File: src/rtl/mccoy_core.sv
// Accumulator core: FETCH accepts one instruction, EXEC retires it; 2 cycles per instruction.
// Backpressure: instr_ready is high only in FETCH and is low while reset is high.
module mccoy_core #(
   parameter int DATA_W = 8,
   parameter int REG_AW = 3,
   parameter int PC_W   = 8
) (
   input  logic                  clk,
   input  logic                  reset,
   input  logic [3+REG_AW-1:0]   instr,
   input  logic                  instr_valid,
   output logic                  instr_ready,
   output logic [PC_W-1:0]       pc,
   output logic [DATA_W-1:0]     x8,
   output logic                  carry,
   output logic                  retire
);

   localparam int NREGS = 2**REG_AW;

   typedef enum logic {FETCH, EXEC} state_t;

   state_t               state, state_nxt;
   logic [3+REG_AW-1:0]  ir;
   logic [DATA_W-1:0]    regs [NREGS];

   logic [2:0]           ir_op;
   logic [REG_AW-1:0]    ir_a;
   logic [DATA_W-1:0]    rd, imm;
   logic [DATA_W:0]      sum_r, sum_i;

   logic [PC_W-1:0]      pc_nxt;
   logic [DATA_W-1:0]    x8_nxt;
   logic                 carry_nxt;
   logic                 reg_wr;

   assign ir_op = ir[2:0];
   assign ir_a  = ir[3+REG_AW-1:3];
   assign rd    = regs[ir_a];
   assign imm   = DATA_W'(ir_a);
   assign sum_r = {1'b0, x8} + {1'b0, rd};
   assign sum_i = {1'b0, x8} + {1'b0, imm};

   assign instr_ready = (state == FETCH) && !reset;

   always_ff @(posedge clk or posedge reset) begin
      if (reset) state <= FETCH;
      else       state <= state_nxt;
   end

   always_comb begin
      state_nxt = state;
      case (state)
         FETCH:   if (instr_valid) state_nxt = EXEC;
         EXEC:    state_nxt = FETCH;
         default: state_nxt = FETCH;
      endcase
   end

   always_comb begin
      x8_nxt    = x8;
      carry_nxt = carry;
      pc_nxt    = pc + PC_W'(1);
      reg_wr    = 1'b0;
      case (ir_op)
         3'd0: {carry_nxt, x8_nxt} = sum_r;
         3'd1: {carry_nxt, x8_nxt} = sum_i;
         3'd2: x8_nxt = ~(x8 & rd);
         3'd3: x8_nxt = rd;
         3'd4: reg_wr = 1'b1;
         3'd5: x8_nxt = imm;
         3'd6: if (x8 == '0) pc_nxt = PC_W'(rd);
         3'd7: pc_nxt = PC_W'(x8);
         default: ;
      endcase
   end

   // Architectural state only moves on the edge that ends EXEC.
   always_ff @(posedge clk or posedge reset) begin
      if (reset) begin
         ir     <= '0;
         pc     <= '0;
         x8     <= '0;
         carry  <= 1'b0;
         retire <= 1'b0;
         for (int i = 0; i < NREGS; i++) regs[i] <= '0;
      end else begin
         retire <= 1'b0;
         if (state == FETCH && instr_valid) ir <= instr;
         if (state == EXEC) begin
            pc     <= pc_nxt;
            x8     <= x8_nxt;
            carry  <= carry_nxt;
            retire <= 1'b1;
            if (reg_wr) regs[ir_a] <= x8;
         end
      end
   end

endmodule

File: config.mk
export PLATFORM = sky130hd
export DESIGN_NAME = mccoy_core
export DESIGN_NICKNAME = d
export VERILOG_FILES = /design/src/rtl/mccoy_core.sv
export SDC_FILE = /design/constraint.sdc
export NUM_CORES = 1
export LEC_CHECK = 0
export ABC_AREA = 1
export CAP_MARGIN = 30
export CORE_ASPECT_RATIO = 0.5
export CORE_UTILIZATION = 50
export CTS_CLUSTER_DIAMETER = 120
export DETAILED_ROUTE_END_ITERATION = 12
export GPL_ROUTABILITY_DRIVEN = 1
export GPL_TIMING_DRIVEN = 0
export PLACE_DENSITY = 0.68
export SYNTH_ARGS = -nofsm -noshare
export SYNTH_HDL_FRONTEND = slang
export SYNTH_SLANG_ARGS = --single-unit
File: constraint.sdc
create_clock -name clk -period 4.09 [get_ports clk]
set_input_delay 0.818 -clock clk [delete_from_list [all_inputs] [get_ports clk]]
set_output_delay 0.818 -clock clk [all_outputs]
set_load 0.02 [all_outputs]
* After elaboration in Yosys (flattened, before gate mapping)
Cells that the tools add are included.
** Storage, ports and cells
- Word-level logic and storage cells :: 55
- Latch bits :: 0
- Input port bits :: 9
- Memory bits (writable) :: 0
- Output and inout port bits :: 19
- Memory bits (read-only) :: 0
- Memories kept :: 0
- Register bits after elaboration :: 89
** Cells by class
- Bitwise operators :: 4
- Div/mod/pow operators :: 0
- Reduce and logical (&&, ||, !) cells :: 11
- Multiplexer cells :: 14
- Order comparisons :: 2
- Add/subtract/negate cells :: 3
- Equality and inequality tests :: 7
- Shifts and indexed selects :: 0
- Multiply operators :: 0
** Operators with widths (number)
- 64-bit bitwise mux :: 1
- 8-bit one-hot mux with 5 select lines :: 1
- 8-bit 2-to-1 mux :: 4
- 8-bit binary-select mux with 3-bit select :: 1
- 8-bit demux with 3-bit select :: 1
- 8-bit one-hot mux with 2 select lines :: 1
- 3-bit equality test, second input constant :: 4
- 8-bit by 3-bit adder with 9-bit output :: 1
- 8-bit by 8-bit adder with 9-bit output :: 1
- 8-bit by 1-bit adder with 8-bit output, second input constant :: 1
- 8-bit AND :: 1
- 8-bit zero test :: 1
- 8-bit NOT :: 1
- 3-bit by 2-bit equality test with 1-bit output, second input constant :: 2
- 2-bit AND reduction :: 3
- 5-bit nonzero test :: 1
- 4-bit >= comparator, second input constant :: 1
- 4-bit by 1-bit less-than comparator with 1-bit output, second input constant :: 1
- 3-bit NOT with 4-bit output :: 1
- 1-bit one-hot mux with 2 select lines :: 2
- 3-bit by 1-bit equality test with 1-bit output, second input constant :: 1
- 1-bit logical AND :: 3
- 3-bit zero test :: 1
- 1-bit 2-to-1 mux :: 3
- other kinds (3) :: 3

* Logic depth before layout (Yosys ltp)
Gate-level depths: netlist (run 1).
- Word-level depth :: 7
- Depth in mapped cells :: 19
- Mapped depth without buffers :: 18

* Least setup slack after synthesis (run 1)
Ideal clock, no wire load.
- Path kind :: register -> register
- From :: reg ir[4]
- To :: reg x8[4]
- Arrival :: 2.326 ns
- Setup time :: 0.118 ns
- Cell stages (with the launch flop) :: 18
- Path slack :: 1.646 ns
- Required time :: 3.972 ns
- Cell sequence :: dfrtp_1 buf_2 inv_1 clkbuf_1 nand2_1 nand2_1 nand2_1 nand2_1 ha_1 inv_1 fa_1 inv_1 nand3_1 nand2_1 xnor2_1 nand2_1 nand3_1 nand2_1
** On the way
- Cells in the longest elaborated chain, start to end :: 7
- Elaborated cells between the ends (all ways) :: 9
- Classes of those cells :: 2 x add/sub; 4 x mux; 3 x bitwise
** Ends and longest elaborated chain
- start: declaration :: line 24 : logic [3+REG_AW-1:0] ir;
- start signal: assignment :: line 89 : if (state == FETCH && instr_valid) ir <= instr;
- parallel branches: the longest is 6 deep, another holds 8-bit by 8-bit adder with 9-bit output
- 8-bit one-hot mux with 5 select lines * :: line 65 : case (ir_op)
- end signal: assignment :: line 92 : x8 <= x8_nxt;
- end: declaration :: line 14 : output logic [DATA_W-1:0] x8,
Every way passes the cells marked *. The select of a mux whose other input is x is not followed.
A chain may end at the register's enable or synchronous reset.

* Worst setup path after layout (run 1)
- From :: reg ir[3]
- To :: reg x8[6]
Same word-level chain as after synthesis.

==> results of run 1 <==
-- routing by layer --
metal	global-route usage [%]	share of wire [%]	vias to the layer above
met5	0	0	-
met4	7.801	1.1	0
met3	7.808	7.8	15
met2	46.28	44	174
met1	41.61	48	2284
li1	-	-	2361
-- area by class of cell --
cell class	instances	area share [%]
timing repair buffer	28	5.158
clock inverter	6	0.8886
clock buffer	10	4.140
tap	135	2.926
inverter	51	3.359
buffer	22	1.691
multi-input combinational	545	43.26
sequential	89	38.58
-- power by group --
part	internal, mW	total (mW)	switching (mW)
Combinational	0.516	1.43	0.914
Clock	0.437	0.810	0.373
Sequential	1.11	1.35	0.237
-- synthesized netlist by cell type --
library cell / instances / area (um2)
nor4_4: 1 / 21.27
o2bb2ai_1: 1 / 8.760
nand3b_1: 3 / 22.52
clkbuf_1: 10 / 37.54
clkinv_1: 4 / 15.01
nand2_1: 311 / 1167
xnor2_1: 3 / 26.28
nor2_2: 1 / 6.260
a211oi_1: 1 / 7.510
a221oi_1: 4 / 35.03
nand3_1: 35 / 175.2
or2_2: 2 / 12.51
and2_1: 1 / 6.260
o22ai_1: 2 / 12.51
o21ai_0: 84 / 420.4
nor3_1: 4 / 20.02
inv_1: 47 / 176.4
nor2_1: 41 / 153.9
a31oi_1: 1 / 6.260
fa_1: 2 / 40.04
nand4_1: 8 / 50.05
buf_2: 12 / 60.06
dfrtp_1: 89 / 2227
a21oi_1: 24 / 120.1
xor2_1: 4 / 35.03
ha_1: 12 / 150.1
-- metrics by stage --
stage	instances	hold WS (ns)	setup TNS, ns
detailed placement	870	0.4397	0
floorplan	707	0.3994	0
CTS	886	0.4545	0
finish	886	0.4480	0
global placement	869	0.4373	-44.38
global route	886	0.4674	0
-- worst max path at each step --
stage	start	end	slack [ns]	cells after the start
6_report	ir[3]	x8[6]	0.87	18
5_1_grt	ir[3]	x8[6]	0.59	18
4_1_cts	ir[3]	x8[6]	0.91	18
3_5_place_dp	ir[3]	x8[6]	0.95	18
3_3_place_gp	reset	regs[52]	-0.51	2
2_1_floorplan	reset	carry	0.97	1
-- kinds of logic after synthesis --
| kind of cell | share of synthesized area (%) |
|---|---|
| AO/OA/AOI/OAI | 12.18 |
| AND/OR/NAND/NOR | 32.62 |
| flip-flops | 44.42 |
| buffers and inverters | 5.765 |
| adder cells (fa/ha/maj) | 3.793 |
| XOR/XNOR | 1.223 |
-- cell usage in the layout, fill, tap and decap left out, types with 2 or more instances in the layout --
cell type,netlist,routed
a21oi_1,24,24
a221oi_1,4,4
nand4_1,8,8
buf_2,12,12
clkbuf_1,10,10
o22ai_1,2,2
nor3_1,4,4
xnor2_1,3,3
nand2_1,311,311
or2_2,2,2
o21ai_0,84,84
inv_1,47,46
fa_1,2,2
ha_1,12,12
dfrtp_1,89,89
xor2_1,4,4
clkinv_1,4,4
clkdlybuf4s50_1,0,27
clkbuf_16,0,9
nand3_1,35,35
nor2_1,41,41
clkinv_4,0,3
nand3b_1,3,3
-- sequential cells by signal, indices dropped and copies added, names as in the netlist --
signal / flops
retire: 1
regs: 64
x8: 8
carry: 1
pc: 8
ir: 6
state: 1
-- critical path: cells and delay by family, from the launching register on --
kind,cells,cell delay (ns)
simple gates,12,1.20
buf+inv,4,0.86
fa+ha+maj,2,0.67
flops,1,0.44
==> results.sh, run 1 <==
export IMPL_status="finished clean"
export IMPL_via_per_inst=5.456
export IMPL_clk_path_buf_depth=2
export IMPL_cp_slowest_cell="clkbuf_1"
export IMPL_die_area_um2=10460
export IMPL_grt_pass1_vias=4440
export IMPL_nets=769
export IMPL_cap_violations=0
export IMPL_worst_r2r_cell_count=18
export IMPL_wl_mm=14.21
export IMPL_syn_to_final_growth_pct=15.15
export IMPL_required_ns=4.38
export IMPL_startpoint_type="flop"
export IMPL_track_usage_pct=29.82
export IMPL_critPathArrivalTime_ns=3.51
export IMPL_hold_class="flop to flop"
export IMPL_ys_warn_count=0
export IMPL_grt_antenna_before_repair=0
export IMPL_regArea_um2=2227
export IMPL_cp_max_fo=10
export IMPL_hold_violations=0
export IMPL_wl_per_cell_um=16.04
export IMPL_multiInputGateArea_um2=2497
export IMPL_fillerInstances=921
export IMPL_period_minus_slack_ns=3.224
export IMPL_grt_pass1_wl_mm=23.03
export IMPL_drive_gt1_share_pct=4.527
export IMPL_cts_buffers=9
export IMPL_worst_pin_slew_ns=0.6997
export IMPL_avgSynthCellArea_um2=7.091
export IMPL_syn_area_um2=5014
export IMPL_period_share_pct=78.81
export IMPL_fin_total_pwr_mw=3.592
export IMPL_diodes=0
export IMPL_cts_max_level=3
export IMPL_hold_path_depth=0
export IMPL_io_pins=28
export IMPL_syn_inst=707
export IMPL_dr_pass1_iters=5
export IMPL_path_cells="inv_1 > clkbuf_1 > nand2_1 > nand2_1 > nand2_1 > nand2_1 > nand2_1 > nand2_1 > ha_1 > inv_1 > fa_1 > inv_1 > nand4_1 > nand3_1 > nand2_1 > nand3_1 > nand3_1 > nand2_1"
export IMPL_finalInstanceArea_um2=5773
export IMPL_placed_area_um2=5483
export IMPL_r2r_end="x8[6]"
export IMPL_utilization_pct=60.12
export IMPL_overflow=0
export IMPL_synth_seq_cells=89
export IMPL_r2r_start="ir[3]"
export IMPL_peakVddDrop_mv=0.3105
export IMPL_slew_headroom_pct=53.35
export IMPL_rows=25
export IMPL_die_x_um=143.6
export IMPL_grt_max_degree=73
export IMPL_power_leakage_nw=2.904
export IMPL_fmax_mhz=310.2
export IMPL_fin_ws_ns=0.8665
export IMPL_drtIter0Drc=442
export IMPL_cts_tree="yes"
export IMPL_path_clk_slew_ns=0.07
export IMPL_drv_slew=0
export IMPL_vias=4834
export IMPL_dp_slack_ns=0.9451
export IMPL_cp_common_cell="nand2_1"
export IMPL_ant_nets=0
export IMPL_setup_viol=0
export IMPL_max_stage_delay_ns=0.50
export IMPL_min_to="retire"
export IMPL_gp_congestion=0.9317
export IMPL_setup_worst_path_end_class="flop"
export IMPL_core_um2=9603
export IMPL_io_buffers=27
export IMPL_clk_latency_ns=0.35
export IMPL_crit_type="flop to flop"
export IMPL_hpwl_mm=10.10
export IMPL_post_cts_repair_setup_buffers=0
export IMPL_skew_ns=0.007223
export IMPL_ys_seq_area_share_pct=44.42
export IMPL_holdBufCountCts=0
export IMPL_worstHoldStart="state"
export IMPL_drc=0
export IMPL_die_h_um=72.81
export IMPL_p_per_area_nw_per_um2=622.2
export IMPL_synth_fp_nets=730
export IMPL_root_buffer="clkbuf_16"
export IMPL_start_util_pct=52.21
export IMPL_rsz0062_at_grt="false"
export IMPL_reg2reg_setup_slack_ns=0.87
export IMPL_clock_sinks=89
export IMPL_yosysUniqueCellTypes=26
export IMPL_ctsResizeCount=0
Note: power is estimated with default switching activity, not from simulation.
==> run 2: changes to the inputs <==
PLACE_DENSITY = 0.7   (was 0.68)
clock period = 2.7 ns   (was 4.09 ns; I/O delays follow)
==> run 2 against run 1 <==
Clock power rose by 60%. Combinational power is 59% higher. Die area did not move. First-iteration DRC count grew 14%. Critical path type unchanged.
==> results.sh, run 2 (synthesis gave the netlist of run 1 again) <==
export IMPL_placed_area_um2=5497
export IMPL_cp_max_fo=10
export IMPL_critPathArrivalTime_ns=2.80
export IMPL_io_buffers=27
export IMPL_vias=4890
export IMPL_rows=25
export IMPL_cp_endpoint="x8[7]"
export IMPL_die_h_um=72.81
export IMPL_wl_per_cell_um=16.34
export IMPL_required_ns=2.95
export IMPL_nets=774
export IMPL_grt_pass1_wl_mm=23.61
export IMPL_track_usage_pct=30.64
export IMPL_fmax_mhz=391.5
export IMPL_startpoint_type="flop"
export IMPL_layout_commonest_cell="nand2_1"
export IMPL_worst_r2r_cell_count=17
export IMPL_period_share_pct=94.60
export IMPL_drv_slew=0
export IMPL_skew_ns=0.007734
export IMPL_diodes=0
export IMPL_drtIter0Drc=506
export IMPL_clk_latency_ns=0.36
export IMPL_r2r_end="x8[7]"
export IMPL_top_register="regs"
export IMPL_timing_hold_ws_ns=0.4471
export IMPL_die_area_um2=10460
export IMPL_worst_pin_slew_ns=0.6595
export IMPL_hpwl_mm=10.20
export IMPL_power_leakage_nw=2.948
export IMPL_setup_viol=0
export IMPL_drive_gt1_share_pct=7.804
export IMPL_fin_tns_setup_ns=0
export IMPL_gp_congestion=0.8975
export IMPL_grt_antenna_before_repair=0
export IMPL_cts_max_level=3
export IMPL_start_util_pct=52.21
export IMPL_cp_common_cell="nand2_1"
export IMPL_hold_violations=0
export IMPL_status="finished clean"
export IMPL_cp_slowest_cell="dfrtp_2"
export IMPL_period_minus_slack_ns=2.554
export IMPL_grt_pass1_vias=4495
export IMPL_utilization_pct=62.10
export IMPL_worstHoldStart="state"
export IMPL_io_pins=28
export IMPL_layout_common_cells="nand2_1, dfrtp_1, o21ai_0, inv_1, nor2_1"
export IMPL_cts_tree="yes"
export IMPL_hold_class="flop to flop"
export IMPL_fillerInstances=886
export IMPL_overflow=0
export IMPL_dr_pass1_iters=6
export IMPL_slew_headroom_pct=56.03
export IMPL_root_buffer="clkbuf_16"
export IMPL_top_regs="regs: 64 flops, pc: 8 flops, x8: 8 flops"
export IMPL_peakVddDrop_mv=0.5964
export IMPL_wl_mm=14.56
export IMPL_clk_path_buf_depth=2
export IMPL_ant_nets=0
export IMPL_fin_cells=891
export IMPL_finalInstanceArea_um2=5963
export IMPL_r2r_start="ir[3]"
export IMPL_via_per_inst=5.488
export IMPL_grt_max_degree=41
export IMPL_die_x_um=143.6
export IMPL_cp_startpoint="ir[3]"
export IMPL_reg2reg_setup_slack_ns=0.15
export IMPL_path_cells="buf_8 > buf_8 > nand2_1 > nand2_1 > nand2_1 > nand2_1 > nand2_1 > nand2_1 > ha_1 > nand2_1 > inv_1 > a21oi_1 > nand3b_1 > nand3_1 > nand3_1 > nand2_1 > nand2_1"
export IMPL_core_um2=9603
export IMPL_dp_cells=871
export IMPL_path_clk_slew_ns=0.06
export IMPL_cap_violations=0
export IMPL_syn_to_final_growth_pct=18.94
export IMPL_max_stage_delay_ns=0.47
export IMPL_largest_reg_flops=64
export IMPL_cts_buffers=9
export IMPL_setup_worst_path_end_class="flop"
export IMPL_crit_type="flop to flop"
export IMPL_drc=0
export IMPL_p_per_area_nw_per_um2=946.2
export IMPL_clock_sinks=89
## run 2: how the worst min path moves through the flow
stage / cells after the start / end / slack, ns
finish: 0 / retire / 0.45
global route: 0 / retire / 0.47
CTS: 0 / retire / 0.46
detailed placement: 0 / retire / 0.44
global placement: 0 / retire / 0.43
floorplan: 0 / retire / 0.40
## run 2: timing repair
item | 4_1_cts | 5_1_grt
gates resized for setup | 18 | 30
hold buffers | 0 | 0
setup buffers | 0 | 4
setup endpoints to repair | 7 | 6
pin swaps | 0 | 1
## run 2: stage by stage
stage	setup slack, ns	power [mW]
2_1_floorplan	0.2563	3.392
3_3_place_gp	-0.3774	4.129
3_5_place_dp	-0.4140	4.191
4_1_cts	0.02743	5.516
5_1_grt	-0.003131	6.022
6_report	0.1458	5.642
## run 2: critical path: cells and delay by family, from the launching register on
kind	cells	cell delay, ns
adder cells (fa/ha/maj)	1	0.41
buffers and inverters	3	0.36
flip-flops	1	0.47
AND/OR/NAND/NOR	12	1.02
AO/OA/AOI/OAI	1	0.19
## run 2: layer usage
layer	routed length, um	part of all wire, %	track usage [%]
met1	6769	46	43.42
met2	6391	44	45.42
met3	1165	8.0	9.121
met4	233	1.6	8.983
met5	0	0	0
## run 2: report_power, final
| group | switching, mW | internal, mW | total [mW] |
|---|---|---|---|
| clock | 0.557 | 0.748 | 1.30 |
| sequential | 0.372 | 1.69 | 2.06 |
| combinational | 1.41 | 0.864 | 2.28 |
## run 2: area by class of cell
| type | instances | area, um2 | area share [%] |
|---|---|---|---|
| multi-input cells | 545 | 2565 | 43.01 |
| inverters | 51 | 203.9 | 3.420 |
| plain buffers | 22 | 150.1 | 2.518 |
| flip-flops and latches | 89 | 2230 | 37.39 |
| repair buffers | 33 | 340.3 | 5.707 |
| clock buffers | 11 | 242.7 | 4.071 |
| clock inverters | 5 | 62.56 | 1.049 |
| well taps | 135 | 168.9 | 2.833 |
==> edit: new RTL, settings of run 1 <==
The parameter `REG_AW` goes from 3 to 2.
--- a/src/rtl/mccoy_core.sv
+++ b/src/rtl/mccoy_core.sv
@@ -4,3 +4,3 @@
    parameter int DATA_W = 8,
-   parameter int REG_AW = 3,
+   parameter int REG_AW = 2,
    parameter int PC_W   = 8
Interface: changed (resized instr); port bits go from 28 to 27. The function was not compared with the original's and may differ.
==> edit against run 1 <==
  * Die area decreased by 32%
  * Sequential share of layout area shrank 2.8 points
  * Sequential cell count decreased by 33
  * Power fell by 23%
  * Hold slack improved by 0.043 ns
  * Design area fell by 32%
  * Fmax is 16% higher
  * Area after synthesis down 32%
  * Combinational power fell by 6%
  * Worst setup slack improved by 0.45 ns
  * Wire length fell by 32%
==> edit: results (changes against run 1) <==
{| class="wikitable"
! Metric !! Value
|-
| Worst-case clock skew || 0.0139 ns (+0.00672 ns)
|-
| Reg-to-reg slack, setup || 1.34 ns (+0.47 ns)
|-
| Cell types with the largest area share after synthesis || dfrtp_1 (41%), nand2_1 (19%), inv_1 (5.7%), nor2_1 (4.9%), nand3_1 (4.6%)
|-
| Antenna diode instance count || 0 (unchanged)
|-
| Measured slew at the worst slew-check pin || 0.666 ns (-0.0339 ns)
|-
| Sum of net half-perimeters after detailed placement || 7080 um (-30%)
|-
| Number of vias per cell after detailed routing || 5.45 (about the same)
|-
| Hold path endpoint || regs[13]
|-
| Worst hold slack || 0.491 ns (+0.0427 ns)
|-
| Capture point of the worst reg-to-reg path || x8[7]
|-
| Arrival time of data at the critical path endpoint || 1.96 ns (-1.55 ns)
|-
| Insertion delay to the later sink of the worst-skew pair || 0.31 ns (-0.04 ns)
|-
| Most used standard cells in the synthesized netlist || nand2_1 (167), dfrtp_1 (56), inv_1 (51)
|-
| Share of synthesized registers carrying an async set or reset || 100% (unchanged)
|-
| Sequential-to-total area share from yosys stat || 41.4% (-3.0 points)
|-
| Number of global-route vias before repair || 2,996 (-33%)
|-
| Routability-driven placement congestion ratio || 0.901 (-3.3%)
|-
| Maximum number of pins on one net before global-route repair || 39 (-47%)
|-
| Worst flop-to-flop path startpoint || ir[4]
|-
| Initial detailed-routing violation count || 236 (-47%)
|-
| First-pass GRT wire length || 15,400 um (-33%)
|-
| Largest vdd supply drop || 0.291 mV (-6.3%)
|-
| Share of layout cells above drive strength 1 || 4.45% (-0.079 points)
|-
| Unique masters post-synth || 26 (unchanged)
|-
| Input/output buffers || 26 (-3.7%)
|-
| Worst-path maximum fanout || 2 (-8)
|-
| Static power due to leakage || 1.96 nW (-33%)
|-
| Hold Crit Start || regs[13]
|-
| Run status || completed
|-
| # nets final || 537 (-30%)
|-
| Cell chosen for the clock root || clkbuf_16
|-
| Count of warnings emitted by yosys || 0 (unchanged)
|-
| Antenna violations before repair || 0 (unchanged)
|-
| Largest regs || regs (32), pc (8), x8 (8)
|-
| Syn nets || 503 (-31%)
|-
| Level count of the clock H-tree || 2 (-1)
|-
| Number of cell instances on the worst register-to-register path || 13 (-5)
|-
| Buffer depth of the longest clock path || 2 (unchanged)
|-
| Cells on Worst Hold Path || 2 (+2)
|-
| Length of the first detailed-routing pass in iterations || 5 (unchanged)
|-
| CTS clock-pin slew for the worst setup and hold paths || 0.07 ns (about the same)
|-
| Cell Rows || 20 (-20%)
|-
| Drt wl/cell || 15.9 um (-0.76%)
|-
| Buffers inserted during post-CTS setup optimization || 0 (unchanged)
|-
| TritonCTS Buffers || 5 (-4)
|-
| Hold WC Path Type || reg -> reg
|-
| Post_cts resized || 0 (unchanged)
|-
| Overall track demand over capacity in global routing || 29.0% (-0.79 points)
|}
==> edit: changes by cell type after synthesis, moves of 4 or more <==
cell | run 1 | this run
nand2_1 | 311 | 167
o21ai_0 | 84 | 26
dfrtp_1 | 89 | 56
o21ai_1 | 0 | 24
clkbuf_1 | 10 | 2
buf_2 | 12 | 6
clkinv_1 | 4 | 0
inv_1 | 47 | 51
nand2_2 | 0 | 4
nand3_1 | 35 | 31
==> edit: cell type report <==
cell class,instances,area (um^2)
Buffer,8,37.5
Clock buffer,6,129
Clock inverter,2,16.3
Fill cell,579,2390
Inverter,52,195
Multi-Input combinational cell,366,1750
Sequential cell,56,1400
Tap cell,88,110
Timing Repair Buffer,27,280
==> edit: worst max-delay path by stage <==
stage / from / end / slack [ns] / cells past startpoint
global placement: reset / regs[14] / 0.79 / 2
global route: ir[4] / x8[7] / 1.21 / 13
CTS: reset / instr_ready / 1.31 / 3
floorplan: reset / carry / 1.90 / 1
detailed placement: reset / instr_ready / 1.30 / 3
finish: reset / instr_ready / 1.31 / 3
==> edit: routing by layer <==
layer  track usage [%]  share of wire (%)  vias up  routed length (um)
li1                  -                  -     1636                   -
met1              42.0                 50     1522                4860
met2              42.9                 41      123                3900
met3              7.44                7.4       18                 715
met4              7.88                1.6        0                 155
met5                 0                  0        -                   0
==> edit: kinds of logic (layout without fill, tap and decap cells) <==
family	Yosys count	in the layout	share of synthesized area, %
compound gates	82	82	12.6
xor+xnor	6	6	1.55
fa+ha+maj	13	13	5.03
buf+inv	60	95	6.88
simple gates	265	265	32.6
flops	56	56	41.4
==> edit: power by group <==
part | switching (mW) | total [mW] | internal [mW]
clock network | 0.208 | 0.437 | 0.229
registers | 0.226 | 0.982 | 0.756
logic | 0.828 | 1.34 | 0.509
total | 1.26 | 2.76 | 1.49
==> edit: critical path, cell delays in order <==
cell and delay [ns]:
clkdlybuf4s50_1 0.44, nor2_1 0.10, clkdlybuf4s50_1 0.60
==> edit: stage by stage <==
| stage | cells | util (%) | cell area, um^2 |
|---|---|---|---|
| floorplan | 482 | - | 3380 |
| global placement | 596 | 59.5 | 3750 |
| detailed placement | 597 | 59.9 | 3770 |
| CTS | 605 | 62.2 | 3920 |
| global route | 605 | 62.2 | 3920 |
| finish | 605 | 62.2 | 3920 |
